[src/rtl/vga_timing_ctrl_if.sv]
// Signal bundle between the VGA timing sequencer and its consumers
// (pixel output stage and line-fetch engine).
interface vga_timing_ctrl_if;
   logic        enable;
   logic [15:0] H_count_value;
   logic [15:0] V_count_value;
   logic        hsync;
   logic        vsync;
   logic        video_on;
   logic        frame_start;
   logic        line_start;
   logic        fetch_req;
   logic [15:0] fetch_line;
   logic        fetch_ack;
   logic        underrun;

   modport master (
      input  enable, fetch_ack,
      output H_count_value, V_count_value, hsync, vsync, video_on,
             frame_start, line_start, fetch_req, fetch_line, underrun
   );

   modport slave (
      output enable, fetch_ack,
      input  H_count_value, V_count_value, hsync, vsync, video_on,
             frame_start, line_start, fetch_req, fetch_line, underrun
   );
endinterface

[src/rtl/vga_timing_ctrl.sv]
// VGA raster sequencer: H/V position counters, registered sync/blanking decode
// and a one-line-ahead fetch request with underrun detection.
module vga_timing_ctrl #(
   parameter int   H_ACTIVE    = 640,
   parameter int   H_FP        = 16,
   parameter int   H_SYNC      = 96,
   parameter int   H_BP        = 48,
   parameter int   V_ACTIVE    = 480,
   parameter int   V_FP        = 10,
   parameter int   V_SYNC      = 2,
   parameter int   V_BP        = 33,
   parameter logic SYNC_ACTIVE = 1'b0
) (
   input  logic              clk_25MHz,
   input  logic              reset,
   vga_timing_ctrl_if.master bus
);

   localparam logic [15:0] H_ACT  = 16'(H_ACTIVE);
   localparam logic [15:0] H_PRE  = 16'(H_ACTIVE - 1);
   localparam logic [15:0] H_LAST = 16'(H_ACTIVE + H_FP + H_SYNC + H_BP - 1);
   localparam logic [15:0] HS_BEG = 16'(H_ACTIVE + H_FP);
   localparam logic [15:0] HS_END = 16'(H_ACTIVE + H_FP + H_SYNC);
   localparam logic [15:0] V_ACT  = 16'(V_ACTIVE);
   localparam logic [15:0] V_LAST = 16'(V_ACTIVE + V_FP + V_SYNC + V_BP - 1);
   localparam logic [15:0] VS_BEG = 16'(V_ACTIVE + V_FP);
   localparam logic [15:0] VS_END = 16'(V_ACTIVE + V_FP + V_SYNC);

   typedef enum logic {IDLE, REQ} fetch_state_t;

   fetch_state_t state_q, state_d;
   logic [15:0]  h_q, v_q, h_nxt, v_nxt, v_inc;
   logic [15:0]  line_q, line_d;
   logic         h_wrap, fetch_go, underrun_d;
   logic         hsync_q, vsync_q, video_on_q, frame_start_q, line_start_q, underrun_q;

   function automatic logic sync_level(input logic [15:0] pos,
                                       input logic [15:0] beg,
                                       input logic [15:0] fin);
      return (pos >= beg && pos < fin) ? SYNC_ACTIVE : ~SYNC_ACTIVE;
   endfunction

   always_comb begin
      h_wrap = bus.enable && (h_q == H_LAST);
      v_inc  = v_q + 16'd1;
      h_nxt  = h_q;
      v_nxt  = v_q;
      if (bus.enable) h_nxt = h_wrap ? 16'd0 : h_q + 16'd1;
      if (h_wrap)     v_nxt = (v_q == V_LAST) ? 16'd0 : v_inc;
   end

   // Outputs are decoded from the next counts so they line up with the counters.
   always_ff @(posedge clk_25MHz or posedge reset) begin
      if (reset) begin
         h_q           <= H_LAST;
         v_q           <= V_LAST;
         hsync_q       <= ~SYNC_ACTIVE;
         vsync_q       <= ~SYNC_ACTIVE;
         video_on_q    <= 1'b0;
         frame_start_q <= 1'b0;
         line_start_q  <= 1'b0;
      end else begin
         h_q           <= h_nxt;
         v_q           <= v_nxt;
         hsync_q       <= sync_level(h_nxt, HS_BEG, HS_END);
         vsync_q       <= sync_level(v_nxt, VS_BEG, VS_END);
         video_on_q    <= (h_nxt < H_ACT) && (v_nxt < V_ACT);
         frame_start_q <= bus.enable && (h_nxt == 16'd0) && (v_nxt == 16'd0);
         line_start_q  <= bus.enable && (h_nxt == 16'd0) && (v_nxt < V_ACT);
      end
   end

   // The next line is fetched during this line's blanking; the last frame line
   // wraps to line 0, and lines entering vertical blanking request nothing.
   assign fetch_go = bus.enable && (h_q == H_PRE) && ((v_inc < V_ACT) || (v_q == V_LAST));

   always_comb begin
      state_d    = state_q;
      line_d     = line_q;
      underrun_d = 1'b0;
      case (state_q)
         IDLE: begin
            if (fetch_go) begin
               state_d = REQ;
               line_d  = (v_q == V_LAST) ? 16'd0 : v_inc;
            end
         end
         REQ: begin
            if (bus.fetch_ack) begin
               state_d = IDLE;
            end else if (h_wrap) begin
               state_d    = IDLE;
               underrun_d = 1'b1;
            end
         end
         default: state_d = IDLE;
      endcase
   end

   always_ff @(posedge clk_25MHz or posedge reset) begin
      if (reset) begin
         state_q    <= IDLE;
         line_q     <= 16'd0;
         underrun_q <= 1'b0;
      end else begin
         state_q    <= state_d;
         line_q     <= line_d;
         underrun_q <= underrun_d;
      end
   end

   assign bus.H_count_value = h_q;
   assign bus.V_count_value = v_q;
   assign bus.hsync         = hsync_q;
   assign bus.vsync         = vsync_q;
   assign bus.video_on      = video_on_q;
   assign bus.frame_start   = frame_start_q;
   assign bus.line_start    = line_start_q;
   assign bus.fetch_req     = (state_q == REQ);
   assign bus.fetch_line    = line_q;
   assign bus.underrun      = underrun_q;

endmodule

[src/flat_wrapper.sv]
// flat-port wrapper written by rule: the top's interface ports become plain ports
module vga_timing_ctrl_flat 
#(
   parameter int   H_ACTIVE    = 640,
   parameter int   H_FP        = 16,
   parameter int   H_SYNC      = 96,
   parameter int   H_BP        = 48,
   parameter int   V_ACTIVE    = 480,
   parameter int   V_FP        = 10,
   parameter int   V_SYNC      = 2,
   parameter int   V_BP        = 33,
   parameter logic SYNC_ACTIVE = 1'b0
)
  (clk_25MHz, reset, bus_enable, bus_fetch_ack, bus_H_count_value, bus_V_count_value, bus_hsync, bus_vsync, bus_video_on, bus_frame_start, bus_line_start, bus_fetch_req, bus_fetch_line, bus_underrun);
  vga_timing_ctrl_if bus_i ();
  input  logic clk_25MHz;
  input  logic reset;
  input wire logic [$bits(bus_i.enable)-1:0] bus_enable;
  input wire logic [$bits(bus_i.fetch_ack)-1:0] bus_fetch_ack;
  output wire logic [$bits(bus_i.H_count_value)-1:0] bus_H_count_value;
  output wire logic [$bits(bus_i.V_count_value)-1:0] bus_V_count_value;
  output wire logic [$bits(bus_i.hsync)-1:0] bus_hsync;
  output wire logic [$bits(bus_i.vsync)-1:0] bus_vsync;
  output wire logic [$bits(bus_i.video_on)-1:0] bus_video_on;
  output wire logic [$bits(bus_i.frame_start)-1:0] bus_frame_start;
  output wire logic [$bits(bus_i.line_start)-1:0] bus_line_start;
  output wire logic [$bits(bus_i.fetch_req)-1:0] bus_fetch_req;
  output wire logic [$bits(bus_i.fetch_line)-1:0] bus_fetch_line;
  output wire logic [$bits(bus_i.underrun)-1:0] bus_underrun;
  assign bus_i.enable = bus_enable;
  assign bus_i.fetch_ack = bus_fetch_ack;
  assign bus_H_count_value = bus_i.H_count_value;
  assign bus_V_count_value = bus_i.V_count_value;
  assign bus_hsync = bus_i.hsync;
  assign bus_vsync = bus_i.vsync;
  assign bus_video_on = bus_i.video_on;
  assign bus_frame_start = bus_i.frame_start;
  assign bus_line_start = bus_i.line_start;
  assign bus_fetch_req = bus_i.fetch_req;
  assign bus_fetch_line = bus_i.fetch_line;
  assign bus_underrun = bus_i.underrun;
  vga_timing_ctrl #(.H_ACTIVE(H_ACTIVE), .H_FP(H_FP), .H_SYNC(H_SYNC), .H_BP(H_BP), .V_ACTIVE(V_ACTIVE), .V_FP(V_FP), .V_SYNC(V_SYNC), .V_BP(V_BP), .SYNC_ACTIVE(SYNC_ACTIVE)) u_core (.clk_25MHz(clk_25MHz), .reset(reset), .bus(bus_i));
endmodule
[config.mk]
export PLATFORM = sky130hd
export DESIGN_NAME = vga_timing_ctrl_flat
export DESIGN_NICKNAME = d
export VERILOG_FILES = /design/src/rtl/vga_timing_ctrl_if.sv /design/src/rtl/vga_timing_ctrl.sv /design/src/flat_wrapper.sv
export SDC_FILE = /design/constraint.sdc
export NUM_CORES = 1
export LEC_CHECK = 0
export BUFFER_PORTS_ARGS = -buffer_cell sky130_fd_sc_hd__buf_2
export CORE_MARGIN = 1.5
export CORE_UTILIZATION = 43
export CTS_CLUSTER_DIAMETER = 60
export DETAILED_ROUTE_END_ITERATION = 6
export PLACE_DENSITY_LB_ADDON = 0.25
export SYNTH_ARGS = -nofsm -noshare
export SYNTH_HDL_FRONTEND = slang
export SYNTH_SLANG_ARGS = --single-unit
[constraint.sdc]
create_clock -name clk_25MHz -period 5.59 [get_ports clk_25MHz]
set_clock_uncertainty 0.05 [all_clocks]
set_input_delay 0.2795 -clock clk_25MHz [delete_from_list [all_inputs] [get_ports clk_25MHz]]
set_output_delay 0.2795 -clock clk_25MHz [all_outputs]
set_load 0.01 [all_outputs]
; ---- Yosys cells after proc, flatten, opt, wreduce, memory -nomap -nowiden
; Cells that the tools add are included.
[totals]
input_bits = 4
register_bits = 55
word_cells = 49
output_inout_bits = 55
[classes]
n_mux = 13
n_reduce_logical = 13
n_eq_ne = 3
n_addsub = 2
n_bitwise = 1
order_cmp = 7
[op_table]
columns = operator, count
row1 = 16-bit two-way mux, 4
row2 = 16-bit by 10-bit == test with 1-bit output (second input constant), 3
row3 = 16-bit by 9-bit less-than comparator with 1-bit output (second input constant), 3
row4 = 16-bit by 1-bit adder with 16-bit output (second input constant), 2
row5 = 16-bit zero test, 2
row6 = 16-bit by 10-bit less-than comparator with 1-bit output (second input constant), 2
row7 = 16-bit by 10-bit >= comparator with 1-bit output (second input constant), 1
row8 = 16-bit by 9-bit >= comparator with 1-bit output (second input constant), 1
row9 = 1-bit logical AND, 9
row10 = 1-bit two-way mux, 8
row11 = 1-bit case mux with 2 select lines, 1
row12 = 2-bit AND reduction, 1
row13 = 1-bit logical OR, 1
row14 = 1-bit NOT, 1

; ---- Logic depth before layout (Yosys ltp)
[depth]
word_depth = 7
ltp_mapped = 10
depth_no_buf = 9

; ---- Worst setup path before layout
; No wires, ideal clock.
[synth_timing]
kind = register -> register
from = register u_core.v_q[3], in the netlist u_core.bus.V_count_value[3]
to = register u_core.line_q[8], in the netlist u_core.bus.fetch_line[8]
path_stages_with_launch = 9
synth_period_minus_slack_ps = 2995
setup_time_ps = 125
setup_slack_ps = 2595
t_required_ps = 5415
arrival_ps = 2820
n_path_buf = 1
cell_sequence = dfstp_2 clkbuf_1 nand4_1 nor4_2 o2111ai_1 a22oi_1 a31oi_1 nor2_1 mux2_2
[synth_via]
elab_chain_cells = 5
elab_cells_between_ends = 7
cone_classes = 1 x add/sub / 1 x order compare / 1 x eq/ne / 1 x mux / 3 x reduce/logical
[synth_rtl]
columns = element, line_no
row1 = start: declaration, vga_timing_ctrl.sv:32  ; logic [15:0] h_q, v_q, h_nxt, v_nxt, v_inc;
row2 = start signal: assignment, vga_timing_ctrl.sv:64  ; v_q <= v_nxt;
row3 = 16-bit by 1-bit adder with 16-bit output, vga_timing_ctrl.sv:45  ; v_inc = v_q + 16'd1;
row4 = 16-bit by 9-bit less-than comparator with 1-bit output, vga_timing_ctrl.sv:75  ; assign fetch_go = bus.enable && (h_q == H_PRE) && ((v_inc < V_ACT) || (v_q == V_LAST));
row5 = 1-bit logical OR, vga_timing_ctrl.sv:75
row6 = 1-bit logical AND, vga_timing_ctrl.sv:75
row7 = 2-bit AND reduction (no source line), -
row8 = end signal: assignment, vga_timing_ctrl.sv:107  ; line_q <= line_d;
row9 = end: declaration, vga_timing_ctrl.sv:33  ; logic [15:0] line_q, line_d;
; Parallel ways exist; a longest one is shown, timed or not.
; A chain may end at the register's enable or synchronous reset.

; ---- Worst setup path after layout
[layout_timing]
from = register u_core.h_q[9], in the netlist u_core.bus.H_count_value[9]
to = register u_core.vsync_q, in the netlist u_core.bus.vsync
[layout_via]
elab_chain_cells = 6
elab_cells_between_ends = 7
cone_classes = 2 x order compare / 1 x eq/ne / 2 x mux / 2 x reduce/logical
[layout_rtl]
columns = element, line_no
row1 = start: declaration, vga_timing_ctrl.sv:32
row2 = start signal: assignment, vga_timing_ctrl.sv:63  ; h_q <= h_nxt;
row3 = 16-bit by 10-bit == test with 1-bit output *, vga_timing_ctrl.sv:44  ; h_wrap = bus.enable && (h_q == H_LAST);
row4 = 1-bit logical AND *, vga_timing_ctrl.sv:44
row5 = 16-bit two-way mux *, vga_timing_ctrl.sv:49  ; if (h_wrap) v_nxt = (v_q == V_LAST) ? 16'd0 : v_inc;
row6 = 16-bit by 9-bit >= comparator with 1-bit output or 16-bit by 9-bit less-than comparator with 1-bit output (tied branches), vga_timing_ctrl.sv:40  ; return (pos >= beg && pos < fin) ? SYNC_ACTIVE : ~SYNC_ACTIVE;
row7 = 1-bit logical AND *, vga_timing_ctrl.sv:40
row8 = 1-bit two-way mux *, vga_timing_ctrl.sv:40
row9 = end signal: assignment, vga_timing_ctrl.sv:58  ; vsync_q <= ~SYNC_ACTIVE;
row10 = end signal: assignment, vga_timing_ctrl.sv:66  ; vsync_q <= sync_level(v_nxt, VS_BEG, VS_END);
row11 = end: declaration, vga_timing_ctrl.sv:35  ; logic hsync_q, vsync_q, video_on_q, frame_start_q, line_start_q, underrun_q;
; Every way passes the cells marked *; elsewhere a longest branch is shown, timed or not.

==> qor.yml <==
yosysMostFrequentCell: "dfrtp_1"
met1_usage: 0.270
p_leak_nw: 1.69
grt_max_degree: 56
cts_resized: 0
dp_cells: 457
fin_util: 0.509
synth_nets: 331
timing.rr.start: "u_core.bus.H_count_value[9]"
met3_usage: 0.0360
ys_async_sr_fraction: 1.00
drc: 0
setup.worst_path.end_class: "flop"
drt_iter0_drc: 161
r2r_cells: 7
finalSetupViolCount: 0
syn_avg_cell_area_um2: 9.39
final_cells: 465
p_comb_frac: 0.152
reg2reg_slack_ns: 2.17
die_area_mm2: 0.00759
die_w_um: 87.1
wl_per_cell_um: 15.4
antenna_found_initial: 0
synthesis.area_mm2: 0.00304
r2r-end: "u_core.bus.vsync"
p_sw_uw: 248
core_area_mm2: 0.00683
ctsHoldBuffers: 0
powerDensity_mw_per_mm2: 243
setup_tns_ns: 0
gr-max-usage-layer: "met2"
yosysTopAreaCell: "dfrtp_1"
fmax_mhz: 292
ys.flop_type: "dfrtp_1"
synth_edf_count: 0
cap_violations: 0
grt_usage: 0.201
area_delta_synth_final_pct: 14.4
clock_sinks: 55
synthTopCellsByArea: "dfrtp_1 (35%), dfstp_2 (10%), xnor2_1 (5.5%)"
worstPathRequired_ns: 5.77
rsz0062_at_grt: "no"
viasPerCell: 5.45
status: "finished, final reports clean"
synthCells: 324
arrival_ns: 3.60
worst_setup_path_start_kind: "flop"
final_cell_area_mm2: 0.00348
drive_above_1_share: 0.244
initial_core_util: 0.445
p_clk_frac: 0.280
root_buffer: "clkbuf_8"
antenna_left: 0
synth_common_cells: "dfrtp_1 (43), nand2_1 (21), nor2_1 (19), xnor2_1 (19)"
worstMarginPinSlew_ns: 0.798
h-tree-depth: 2
power_frac_seq: 0.568
dpl_cell_area_mm2: 0.00338
vias: 2533
holdCritPathClass: "primary input to async pin"
post_cts_buffers: 0
dr.pass1.iters: 4
crit_type: "flop to flop"
netlist.area_leader.share: 0.354
num_io_pins: 59
num_rows: 30
cts_made_buffers: 5
cts_tree: "built"
cp_max_fo: 12
die_h_um: 87.1
post-dp-hpwl_um: 5360
fill_cells: 678
min_period_ns: 3.42
io_buffers: 58
layout.nets: 375
synth_warnings: 0
peakVddDrop_mv: 0.135
grt_pass1_wl_um: 11900
yosys.cell_types.count: 55
switching_share: 0.293
seq_area_frac_synth: 0.457
gp_congestion: 0.952
clk_latency_ns: 0.31
num_antenna_cells: 0
maxSlewHeadroom: 0.464
routed_wl_um: 7170
synth-seq-cells: 55
hold_violations: 0
overflow: 0
drv_slew: 0
path_clk_slew_ns: 0.10
grtUsageMet2: 0.336
cts_buffer_depth: 2
p_int_uw: 599
post-route-period-util: 0.612
grt_pass1_vias: 2410
==> worst max-delay path by stage <==
stage                                 from                        to  slack [ns]  cells after the start
6_report       u_core.bus.H_count_value[9]          u_core.bus.vsync        2.17                      7
5_1_grt        u_core.bus.V_count_value[3]  u_core.bus.fetch_line[5]        1.86                      7
4_1_cts        u_core.bus.H_count_value[9]          u_core.bus.vsync        2.15                      7
3_5_place_dp   u_core.bus.H_count_value[9]          u_core.bus.vsync        2.16                      7
3_3_place_gp   u_core.bus.H_count_value[9]          u_core.bus.vsync        2.22                      7
2_1_floorplan  u_core.bus.V_count_value[3]  u_core.bus.fetch_line[8]        2.59                      8
==> layer usage <==
layer  vias up  wire (um)  part of all wire
met5         -          0                 0
met3         8        367             0.051
met1      1226       3190              0.45
li1       1237          -                 -
met2        62       3500              0.49
met4         0        108             0.015
==> logic make-up after synthesis <==
logic type	count (synthesis)	synth area share
DFF	55	0.457
adders and majority gates	3	0.0123
muxes	8	0.0284
and+or+nand+nor	141	0.266
xor gates and xnor gates	29	0.0835
AOI/OAI and AO/OA	48	0.102
buffers and inverters	40	0.0502
==> registers in the layout, summed over array words and instances, names as in the netlist <==
register                  count
u_core.bus.H_count_value     16
u_core.bus.V_count_value     16
u_core.bus.fetch_line        16
u_core.bus.fetch_req          1
u_core.bus.frame_start        1
u_core.bus.hsync              1
u_core.bus.line_start         1
u_core.bus.underrun           1
u_core.bus.video_on           1
u_core.bus.vsync              1
==> layout by cell type (no fill, tap or decap), drive strengths merged, types with 5 or more instances in the layout <==
cell / instances
dfrtp: 43
xor2: 10
nor3: 11
a21oi: 5
and4: 5
nand2: 21
or3: 6
o21ai: 18
dfstp: 12
or2: 5
and3: 8
a31oi: 5
nand4: 13
clkbuf: 7
buf: 59
nor4: 13
xnor2: 19
inv: 18
nor2: 20
nand3: 18
nor2b: 9
mux2: 5
==> through the flow <==
| stage | hold slack (ns) | worst slack, ns | power, mW |
|---|---|---|---|
| 2_1_floorplan | 0.398 | 2.59 | 0.573 |
| 3_3_place_gp | 0.425 | 2.22 | 0.616 |
| 3_5_place_dp | 0.430 | 2.16 | 0.618 |
| 4_1_cts | 0.120 | 2.15 | 0.859 |
| 5_1_grt | 0.159 | 1.86 | 0.895 |
| 6_report | 0.0917 | 2.17 | 0.846 |
==> final cells by class <==
type,count,area [um^2],area share
sequential,55,1390,0.400
clock buffer,7,96.3,0.0277
multi-input combinational,229,1500,0.431
clock inverter,1,7.51,0.00216
tap,96,120,0.0345
timing repair buffer,59,298,0.0856
inverter,18,67.6,0.0194
==> critical path, stage by stage (launching register included) <==
cell	delay, ns
dfstp_2	0.56
or4b_1	0.46
or4_1	0.64
nor2_2	0.50
mux2i_1	0.14
o22a_1	0.23
a2111o_1	0.41
or3_1	0.36
==> power by group through the flow <==
stage / clock (mW) / combinational [mW] / sequential (mW)
after floorplan: 0 / 0.102 / 0.471
after global placement: 0 / 0.129 / 0.487
after detailed placement: 0 / 0.131 / 0.487
after CTS: 0.248 / 0.131 / 0.480
after global routing: 0.264 / 0.146 / 0.485
final: 0.237 / 0.129 / 0.480
Power figures use the tool's default switching activity.
